[src/rtl/seven_seg_scan_driver.sv]
// seven_seg_scan_driver
//   Converts a 16-bit binary value to four BCD digits with a sequential
//   shift-add-3 engine. The digits are then time-multiplexed onto one shared
//   7-segment bus with four one-hot digit enables.
//
//   Optional build macro: SEVEN_SEG_BLANK_LEADING_ZERO_EN
//     When defined, digits above the most-significant non-zero digit are
//     driven dark. Digit 0 is never blanked.
//     When undefined, all four digits are always decoded.
//
//   Parameters:
//     SCAN_DIV  clk cycles each digit stays enabled (1..65535)
//     DIGITS    number of scanned digits, must be 4
//
//   Ports:
//     clk       system clock
//     reset_n   asynchronous active-low reset
//     value_in  binary value, sampled when load is seen in IDLE
//     load      single-cycle load strobe
//     busy      high while a conversion is in flight
//     overflow  last accepted value_in was above 9999 (display clamped)
//     led_out   segments {g,f,e,d,c,b,a}, active-high, registered
//     digit_en  one-hot digit enable, bit 0 = ones digit, registered
module seven_seg_scan_driver #(
    parameter int SCAN_DIV = 1000,
    parameter int DIGITS   = 4
) (
    input  logic        clk,
    input  logic        reset_n,
    input  logic [15:0] value_in,
    input  logic        load,
    output logic        busy,
    output logic        overflow,
    output logic [6:0]  led_out,
    output logic [3:0]  digit_en
);

    localparam logic [15:0] LP_PRESC_MAX = 16'(SCAN_DIV - 1);
    localparam logic [1:0]  LP_IDX_MAX   = 2'(DIGITS - 1);
    localparam logic [15:0] LP_CLAMP     = 16'd9999;

    typedef enum logic {IDLE, CONVERT} state_t;

    state_t      r_state;
    logic [15:0] r_bin;
    logic [15:0] r_bcd;
    logic [3:0]  r_cnt;
    logic [15:0] r_disp;
    logic [15:0] r_presc;
    logic [1:0]  r_idx;

    logic [15:0] w_bcd_adj;
    logic [15:0] w_bcd_next;
    logic [3:0]  w_nib;
    logic        w_blank;

    // Add-3 correction on every nibble that would reach 10+ after doubling.
    always_comb begin
        w_bcd_adj = r_bcd;
        for (int i = 0; i < 4; i++) begin
            if (r_bcd[4*i +: 4] >= 4'd5)
                w_bcd_adj[4*i +: 4] = r_bcd[4*i +: 4] + 4'd3;
        end
    end

    assign w_bcd_next = {w_bcd_adj[14:0], r_bin[15]};

    // Conversion FSM. The display register is written only on the 16th
    // shift, so the scan never sees a partially converted value.
    always_ff @(posedge clk or negedge reset_n) begin
        if (!reset_n) begin
            r_state  <= IDLE;
            busy     <= 1'b0;
            overflow <= 1'b0;
            r_bin    <= '0;
            r_bcd    <= '0;
            r_cnt    <= '0;
            r_disp   <= '0;
        end else begin
            case (r_state)
                IDLE: begin
                    if (load) begin
                        r_bin    <= (value_in > LP_CLAMP) ? LP_CLAMP : value_in;
                        overflow <= (value_in > LP_CLAMP);
                        r_bcd    <= '0;
                        r_cnt    <= '0;
                        busy     <= 1'b1;
                        r_state  <= CONVERT;
                    end
                end
                CONVERT: begin
                    r_bcd <= w_bcd_next;
                    r_bin <= {r_bin[14:0], 1'b0};
                    r_cnt <= r_cnt + 4'd1;
                    if (r_cnt == 4'd15) begin
                        r_disp  <= w_bcd_next;
                        busy    <= 1'b0;
                        r_state <= IDLE;
                    end
                end
                default: r_state <= IDLE;
            endcase
        end
    end

    // Scan prescaler and digit index; free-running, independent of the FSM.
    always_ff @(posedge clk or negedge reset_n) begin
        if (!reset_n) begin
            r_presc <= '0;
            r_idx   <= '0;
        end else if (r_presc == LP_PRESC_MAX) begin
            r_presc <= '0;
            r_idx   <= (r_idx == LP_IDX_MAX) ? 2'd0 : r_idx + 2'd1;
        end else begin
            r_presc <= r_presc + 16'd1;
        end
    end

    assign w_nib = r_disp[{r_idx, 2'b00} +: 4];

`ifdef SEVEN_SEG_BLANK_LEADING_ZERO_EN
    // A digit is dark when it and every digit above it are zero.
    always_comb begin
        w_blank = 1'b0;
        case (r_idx)
            2'd1:    w_blank = (r_disp[15:4]  == 12'd0);
            2'd2:    w_blank = (r_disp[15:8]  == 8'd0);
            2'd3:    w_blank = (r_disp[15:12] == 4'd0);
            default: w_blank = 1'b0;
        endcase
    end
`else
    assign w_blank = 1'b0;
`endif

    function automatic logic [6:0] seg_decode(input logic [3:0] n);
        case (n)
            4'd0:    seg_decode = 7'h3F;
            4'd1:    seg_decode = 7'h06;
            4'd2:    seg_decode = 7'h5B;
            4'd3:    seg_decode = 7'h4F;
            4'd4:    seg_decode = 7'h66;
            4'd5:    seg_decode = 7'h6D;
            4'd6:    seg_decode = 7'h7D;
            4'd7:    seg_decode = 7'h07;
            4'd8:    seg_decode = 7'h7F;
            4'd9:    seg_decode = 7'h6F;
            default: seg_decode = 7'h00;
        endcase
    endfunction

    // Registered pad outputs, one cycle behind the index / display register.
    always_ff @(posedge clk or negedge reset_n) begin
        if (!reset_n) begin
            digit_en <= 4'b0001;
            led_out  <= 7'h3F;
        end else begin
            digit_en <= 4'b0001 << r_idx;
            led_out  <= w_blank ? 7'h00 : seg_decode(w_nib);
        end
    end

endmodule
[config.mk]
export PLATFORM = sky130hd
export DESIGN_NAME = seven_seg_scan_driver
export DESIGN_NICKNAME = d
export VERILOG_FILES = /design/src/rtl/seven_seg_scan_driver.sv
export SDC_FILE = /design/constraint.sdc
export NUM_CORES = 1
export LEC_CHECK = 0
export CORE_MARGIN = 3
export CORE_UTILIZATION = 25
export CTS_BUF_LIST = sky130_fd_sc_hd__clkbuf_4 sky130_fd_sc_hd__clkbuf_8 sky130_fd_sc_hd__clkbuf_16
export DETAILED_ROUTE_END_ITERATION = 10
export SYNTH_ARGS = -nofsm -noshare
export SYNTH_HDL_FRONTEND = slang
export SYNTH_SLANG_ARGS = --single-unit
[constraint.sdc]
create_clock -name clk -period 3.2 [get_ports clk]
set_input_delay 0.48 -clock clk [delete_from_list [all_inputs] [get_ports clk]]
set_output_delay 0.48 -clock clk [all_outputs]
set_load 0.01 [all_outputs]
==> results.md <==
- Status: completed
- Max Fclk: 0.488 GHz
- Vias per inst: 4.38
- Largest family of logic cells by synthesized area: simple AND/OR/NAND/NOR gates
- Root Driver: clkbuf_16
- WS Path Type: in2reg
- Share of layout cells above drive strength 1: 0.109
- Chip Height: 134 microns
- Total CTS buffers: 9
- Final worst path period share: 0.640
- Layout Cells excl Fill: 639
- Post-Syn Area: 0.00408 sq mm
- # DRC: 0
- H-tree lvl count: 3
- Ys Warns: 0
- VDD IR max: 346 uV
- Post-synth top cells: dfrtp_1 (77), nand2_1 (48), o21ai_0 (29), inv_1 (21), ha_1 (20)
- Hpwl dp: 5.30 mm
- Launching element type of the critical path: input port
- Area of placed instances: 0.00464 sq mm
- CTS tree: yes
- Setup_tns: 0 ns
- Routability cong.: 0.748
- First-pass GRT wire length: 13.3 mm
- Seq/Total Area, Yosys: 0.518
- Post-synthesis mux area share: 0.0752
- Antenna violations before repair: 0
- Final #Nets: 457
- Most numerous cell in the Yosys netlist: dfrtp_1
- Number of global-route vias before repair: 2795
- Slew headroom: 0.311
- Post-Synth Adder-Cell Area: 0.0614
- Maximum Capacitance Violations: 0
- Ys async rst share: 1.00
- Synth top area cells: dfrtp_1 (47%), ha_1 (6.1%), dfstp_2 (4.5%), nand2_1 (4.4%), mux2i_1 (3.9%)
- Cell area after layout: 0.00493 sq mm
- WL/cell: 12.1 microns
- Synth Area per Inst: 10.6 sq um
- Via Count: 2797
- Post-layout min period: 2.05 ns
- Gr usage total: 0.0914
- Number of hold buffers added after cts: 0
- Util after Layout: 0.309
- Port Buf Inserts: 31
- DIE AREA: 0.0179 sq mm
- FF+latch count, synth: 84
- Postcts setup bufs: 0
- Unrepaired setup endpoints after global routing: false
- Compound-gate portion of the synthesized area: 0.121
- Worst Clk Skew: 0.00801 ns
- CP endpoint kind: flop
- Clk sinks: 84
- Simple-Gate Fraction of Synth Area: 0.145
- P_leak: 2.22 nW
- Power Density: 834 mW/mm^2
- Hold Path Class: in2async
- Xor and xnor area share after synthesis: 0.0430
- Max Root-Sink Buffers: 2
- Die W: 134 microns
- Worst-Margin Slew: 1.03 ns
- Ant diodes: 0
- Cell taking the most area after synthesis: dfrtp_1
- Count of cell types in the netlist: 47
- Post-route ant nets: 0
- I/O pin count: 32
- Grt total ovfl: 0
- DR pass1 iterations: 4
- Core Region: 0.0159 sq mm
- DRT Wirelength: 7.74 mm
- Largest net degree at the start of global routing: 85
- Top FF cell, synth: dfrtp_1
- Dpl cells: 623
- Area grow syn2layout: 21.0%
- Synth top area share: 0.473
- CP required: 3.38 ns
- Post-CTS Resized: 0
- Crit Path Max Fanout: 7
- Setup violators final: 0
- Fin. Hold Viols: 0
- Initial detailed-routing violation count: 108
- Post-synth EDFFs: 0
- Clock-pin slew on the worst setup and hold paths: 0.05 ns
- Mapped Cells: 384
- Max Slew Vio Count: 0
- # rows: 46
- Clk Latency, worst-skew pair: 0.34 ns
- Post-synth net total: 423
- Initial Util: 0.256
- Worst endpoint data arrival time: 2.23 ns
## where the power goes
group,internal [W],leakage [nW],total (W),switching [W]
clock,0.000614,0.150,0.000999,0.000384
sequential,0.00144,1.06,0.00167,0.000228
combinational,0.000701,1.01,0.00144,0.000743
total,0.00276,2.22,0.00411,0.00136
## registers in the layout, indices dropped and copies added (netlist names)
name / flops
r_presc: 16
r_state: 1
r_bcd: 16
digit_en: 4
led_out: 7
busy: 1
r_idx: 2
r_bin: 16
r_cnt: 4
overflow: 1
r_disp: 16
## worst max-delay path: stages
cell and delay (ns):
clkdlybuf4s50_1 0.42, or4_4 0.54, a2111o_1 0.53, o22ai_1 0.15, o21ai_0 0.10
## final timing paths
kind | from | to | slack, ns | cells past startpoint
worst max-delay path | value_in[6] | r_bin[3] | 1.15 | 5
worst min-delay path | reset_n | led_out[6] | 0.34 | 1
worst max register to register | r_cnt[0] | r_disp[11] | 1.28 | 5
worst min register to register | r_presc[0] | r_presc[0] | 0.45 | 1
max in group asynchronous | reset_n | r_state | 2.14 | 1
min in group clk | r_presc[0] | r_presc[0] | 0.45 | 1
## cell type report
class | count | area, sq um
Fill cell | 1619 | 11000
Sequential cell | 84 | 2110
Multi-Input combinational cell | 264 | 1820
Timing Repair Buffer | 38 | 360
Clock buffer | 15 | 289
Tap cell | 216 | 270
Inverter | 21 | 78.8
Clock inverter | 1 | 5.00
## kinds of logic after synthesis
family / after synthesis
xor gates and xnor gates: 20
and+or+nand+nor: 117
adders and majority gates: 20
AOI/OAI and AO/OA: 82
buffers and inverters: 36
muxes: 25
DFF: 84
## cell usage in the layout, fill, tap and decap left out, types with 10 or more instances in the layout
cell type	netlist	routed
inv_1	21	21
o21ai_0	29	29
dfrtp_1	77	76
clkdlybuf4s50_1	0	30
a21oi_1	19	19
nor2_1	18	18
xnor2_1	11	11
mux2i_1	16	16
nor3b_1	11	11
nand2b_1	10	10
nand2_1	48	48
ha_1	20	20
## per-stage QoR
stage | power (W) | hold WS [ns] | worst slack [ns]
6_report | 0.00411 | 0.343 | 1.15
5_1_grt | 0.00444 | 0.423 | 1.09
4_1_cts | 0.00419 | 0.379 | 1.17
3_5_place_dp | 0.00315 | 0.449 | 0.796
3_3_place_gp | 0.00308 | 0.436 | 0.864
2_1_floorplan | 0.00271 | 0.184 | 1.37
## per-layer routing
layer | up-vias | wire length (microns) | track usage
met3 | 9 | 282 | 0.0306
met1 | 1352 | 3700 | 0.114
met4 | 0 | 79 | 0.0331
li1 | 1393 | - | -
met2 | 43 | 3670 | 0.148
met5 | - | 0 | 0
(Power assumes the default switching activity.)
